===== src/rtl/prescaled_counter.sv =====
// prescaled_counter: single-clock prescaler plus modulo-MODULUS up/down counter.
// A step strobe fires every DIV = CLK_HZ / TICK_HZ enabled cycles and advances q.
// tick marks every stepped value and tc marks a wrapped value. No derived clock
// is produced.
// Optional feature: define PRESCALED_COUNTER_LOAD_EN to enable the synchronous
// load path. Without it, load/load_val are still ports but are ignored.
module prescaled_counter #(
    parameter int CLK_HZ  = 50_000_000,
    parameter int TICK_HZ = 1,
    parameter int WIDTH   = 4,
    parameter int MODULUS = 16
) (
    input  logic             clk_in,
    input  logic             rst,
    input  logic             en,
    input  logic             up_dn,
    input  logic             load,
    input  logic [WIDTH-1:0] load_val,
    output logic [WIDTH-1:0] q,
    output logic             tick,
    output logic             tc
);

    localparam int DIV = CLK_HZ / TICK_HZ;
    // The prescaler needs at least one bit, even when DIV == 1.
    localparam int PW  = (DIV > 1) ? $clog2(DIV) : 1;

    localparam logic [PW-1:0]  PRE_LAST = PW'(DIV - 1);
    localparam logic [PW-1:0]  PRE_ONE  = PW'(1);
    localparam logic [WIDTH-1:0] Q_MAX  = WIDTH'(MODULUS - 1);
    localparam logic [WIDTH-1:0] Q_ZERO = WIDTH'(0);
    localparam logic [WIDTH-1:0] Q_ONE  = WIDTH'(1);
    // One extra bit so that MODULUS == 2**WIDTH is representable.
    localparam logic [WIDTH:0]   MOD_W  = (WIDTH + 1)'(MODULUS);

    logic [PW-1:0]    pre_cnt_q, pre_cnt_d;
    logic [WIDTH-1:0] cnt_q, cnt_d;
    logic             tick_q, tick_d;
    logic             tc_q, tc_d;
    logic             load_s;

    // A load value outside the count range is clamped to the top value.
    function automatic logic [WIDTH-1:0] clamp_load(input logic [WIDTH-1:0] v);
        logic [WIDTH-1:0] r;
        if ({1'b0, v} >= MOD_W) begin
            r = Q_MAX;
        end else begin
            r = v;
        end
        return r;
    endfunction

`ifdef PRESCALED_COUNTER_LOAD_EN
    assign load_s = load;
`else
    // The load request is tied off here. The port stays, so both builds share
    // one pin list.
    logic unused_load_s;
    assign unused_load_s = load;
    assign load_s        = 1'b0;
`endif

    // Next-state logic: load, then hold, then prescale, then step.
    always_comb begin
        pre_cnt_d = pre_cnt_q;
        cnt_d     = cnt_q;
        tick_d    = 1'b0;
        tc_d      = 1'b0;
        if (load_s) begin
            cnt_d     = clamp_load(load_val);
            pre_cnt_d = '0;
        end else if (!en) begin
            pre_cnt_d = pre_cnt_q;
        end else if (pre_cnt_q != PRE_LAST) begin
            pre_cnt_d = pre_cnt_q + PRE_ONE;
        end else begin
            pre_cnt_d = '0;
            tick_d    = 1'b1;
            if (up_dn) begin
                if (cnt_q == Q_MAX) begin
                    cnt_d = Q_ZERO;
                    tc_d  = 1'b1;
                end else begin
                    cnt_d = cnt_q + Q_ONE;
                end
            end else begin
                if (cnt_q == Q_ZERO) begin
                    cnt_d = Q_MAX;
                    tc_d  = 1'b1;
                end else begin
                    cnt_d = cnt_q - Q_ONE;
                end
            end
        end
    end

    // State register with synchronous reset; the reset discards prescaler progress.
    always_ff @(posedge clk_in) begin
        if (rst) begin
            pre_cnt_q <= '0;
            cnt_q     <= '0;
            tick_q    <= 1'b0;
            tc_q      <= 1'b0;
        end else begin
            pre_cnt_q <= pre_cnt_d;
            cnt_q     <= cnt_d;
            tick_q    <= tick_d;
            tc_q      <= tc_d;
        end
    end

    assign q    = cnt_q;
    assign tick = tick_q;
    assign tc   = tc_q;

endmodule


===== config.mk =====
export PLATFORM = sky130hd
export DESIGN_NAME = prescaled_counter
export DESIGN_NICKNAME = d
export VERILOG_FILES = /design/src/rtl/prescaled_counter.sv
export SDC_FILE = /design/constraint.sdc
export NUM_CORES = 1
export LEC_CHECK = 0
export ABC_AREA = 1
export CAP_MARGIN = 20
export CELL_PAD_IN_SITES_DETAIL_PLACEMENT = 0
export CELL_PAD_IN_SITES_GLOBAL_PLACEMENT = 1
export CORE_MARGIN = 2
export CORE_UTILIZATION = 30
export CTS_CLUSTER_SIZE = 28
export DETAILED_ROUTE_END_ITERATION = 6
export PLACE_DENSITY_LB_ADDON = 0.25
export SYNTH_ARGS = -nofsm -noshare
export SYNTH_HDL_FRONTEND = slang
export SYNTH_SLANG_ARGS = --single-unit

===== constraint.sdc =====
create_clock -name clk_in -period 2.13 [get_ports clk_in]
set_clock_uncertainty 0.15 [all_clocks]
set_input_delay 0.3195 -clock clk_in [delete_from_list [all_inputs] [get_ports clk_in]]
set_output_delay 0.3195 -clock clk_in [all_outputs]
set_load 0.02 [all_outputs]

==> results.py <==
metrics = {
    "timing": {
        "tightest_slew_ns": 0.4223,
        "maxSlewHeadroom_pct": 71.63,
        "period_share_pct": 86.14,
        "finalHoldViolCount": 0,
        "rsz0062_at_grt": "no",
        "fin_tns_setup_ns": 0,
        "slew_violations": 0,
        "setup_violations": 0,
        "min_period_ns": 1.835,
        "fmax_mhz": 545.0,
    },
    "power_and_ir_drop": {
        "p_per_area_mw_per_mm2": 543.1,
        "p_total_uw": 1152,
        "p_leak_uw": 0.0008343,
        "ir_drop_uv": 210.9,
    },
    "critical_path": {
        "cp_slowest_cell": "clkdlybuf4s50_1",
        "path_max_fanout": 7,
        "cp_data_arrival_time_ns": 1.37,
        "rrSetupSlack_ns": 0.43,
        "slowest_delay_ns": 0.64,
        "crit-reg2reg-launch": "pre_cnt_q[0]",
        "required_ns": 1.66,
        "worstSetupEndpointType": "output pin",
        "critPathKind": "reg2out",
        "worstRegToRegCells": 9,
        "critical_path_depth": 1,
        "critPathLaunchType": "flop",
        "startpoint": "q[0]",
        "path_buf_inv": 1,
        "crit_family": "buffers and inverters",
        "cp-endpoint": "q[0]",
        "timing.rr.end": "pre_cnt_q[24]",
        "crit_chain": "clkdlybuf4s50_1",
    },
    "placed_design": {
        "dp_hpwl_mm": 3.239,
        "place_congestion": 0.7691,
        "portBuffers": 9,
        "place_area_sq_mm": 0.002031,
        "dpl.cell_count": 368,
    },
    "die": {
        "start_util_pct": 30.52,
        "dieHeight_um": 81.15,
        "rows": 28,
        "die_x_um": 81.15,
        "dieArea_sq_mm": 0.006585,
        "io_pins": 15,
        "core-area_sq_mm": 0.005851,
    },
    "clock_tree": {
        "cts_hold_buf": 0,
        "cts_tree": "yes",
        "cts_max_path_buffers": 2,
        "worstSkewPairLatency_ns": 0.29,
        "cts_max_level": 2,
        "cts_setup_buffers": 0,
        "cts-resized-gates": 0,
        "cts-buffers-inserted": 5,
        "cts-root-buf": "clkbuf_8",
        "cts.sinks": 32,
        "clk_pin_slew_ns": 0.07,
    },
    "yosys": {
        "yosysWarnings": 0,
        "synth_area_leaders": "dfxtp_1 (36%), nand2_1 (15%), nor2_1 (14%)",
        "synth_cell_types": 23,
        "syn_area_sq_mm": 0.001785,
        "synth_ff_type": "dfxtp_1",
        "ys_seq_area_share_pct": 35.88,
        "syn_inst": 277,
        "synth_top_cell_area_share_pct": 35.88,
        "synth_commonest_cells": "nand2_1 (69), nor2_1 (65), dfxtp_1 (32), inv_1 (32), nand3_1 (22)",
        "yosysMostFrequentCell": "nand2_1",
        "syn_avg_cell_area_sq_um": 6.446,
        "ys_ff_latch": 32,
        "synth_edf_count": 0,
        "yosysTopAreaCell": "dfxtp_1",
        "syn-num-nets": 290,
        "async_reset_ff_share_pct": 0,
    },
    "finish": {
        "nNetsFinal": 313,
        "syn2layout_area_growth_pct": 18.78,
        "antenna_cells": 0,
        "stdcell_area_sq_mm": 0.002121,
        "final-instance-count-excl-fill": 376,
        "fill_cells": 638,
        "layout-drive-gt1-share_pct": 8.970,
    },
    "global_route": {
        "grt_overflow": 0,
        "grt_antenna_before_repair": 0,
        "grt_pass1_vias": 1568,
        "track_usage_pct": 14.27,
        "grt_max_degree": 12,
        "grt_pass1_wl_mm": 7.072,
    },
    "drt": {
        "drcViolationCount": 0,
        "wirelength_mm": 4.104,
        "firstDrtPassIters": 4,
        "drtAntennaViolNets": 0,
        "num_vias": 1624,
        "wire_per_inst_um": 10.91,
        "viasPerCell": 4.319,
        "drt-initial-drc-count": 50,
    },
    "job": {
        "drv_cap": 0,
    },
    "hold_path": {
        "hp-class": "reg2reg",
    },
    "run_status": {
        "status": "finished clean",
    },
}
==> cells by family (layout without fill, tap and decap cells) <==
group | after synthesis | count (layout) | synth area share [%]
XOR/XNOR | 11 | 11 | 5.396
adder cells (fa/ha/maj) | 4 | 4 | 2.803
AO/OA/AOI/OAI | 11 | 11 | 3.644
buffers and inverters | 36 | 60 | 8.200
AND/OR/NAND/NOR | 183 | 183 | 44.08
flip-flops | 32 | 32 | 35.88
==> final cells by class <==
type,count,area (sq um),share of cell area [%]
well taps,75,93.84,4.425
repair buffers,18,170.2,8.024
multi-input cells,209,998.5,47.08
flip-flops and latches,32,640.6,30.21
inverters,34,127.6,6.018
clock buffers,8,90.09,4.248
==> layout by cell type (no fill, tap or decap), types with 3 or more instances in the layout <==
cell              n
a21oi_1           4
buf_4             8
clkbuf_8          6
clkdlybuf4s50_1   9
dfxtp_1          32
ha_1              4
inv_1            32
nand2_1          69
nand2_2           3
nand3_1          22
nand4_1          12
nor2_1           65
nor2_2            3
nor3_1            5
o21ai_0           3
xnor2_1           3
xor2_1            8
==> metal layers <==
layer	up-vias	track usage (%)	routed length, um
met3	4	4.667	89
met2	10	22.31	1814
met4	0	4.068	34
met5	-	0	0
met1	699	18.78	2166
li1	911	-	-
==> worst min path at each step <==
stage	from	end	depth (start not counted)
CTS	pre_cnt_q[5]	pre_cnt_q[5]	2
floorplan	rst	pre_cnt_q[10]	1
finish	pre_cnt_q[5]	pre_cnt_q[5]	2
global placement	pre_cnt_q[5]	pre_cnt_q[5]	2
global route	q[3]	q[3]	2
detailed placement	pre_cnt_q[5]	pre_cnt_q[5]	2
==> registers in the layout, summed over array words and instances (netlist names) <==
name and cells:
pre_cnt_q 26, q 4, tc 1, tick 1
==> through the flow <==
step	hold WS [ns]	setup WS, ns	utilization [%]
after floorplan	0.2419	0.6292	-
after global placement	0.3431	0.07343	34.71
after detailed placement	0.3499	0.07166	34.71
after CTS	0.3694	0.2834	36.25
after global routing	0.4028	0.1584	36.25
final	0.3662	0.2952	36.25
==> power breakdown <==
| part | switching [uW] | internal, uW | leakage (uW) |
|---|---|---|---|
| Combinational | 27.0 | 24.5 | 0.000531 |
| Sequential | 4.65 | 601 | 0.000258 |
| Clock | 230 | 264 | 0.0000455 |
| Total | 262 | 890 | 0.000834 |
Power figures use the tool's default switching activity.
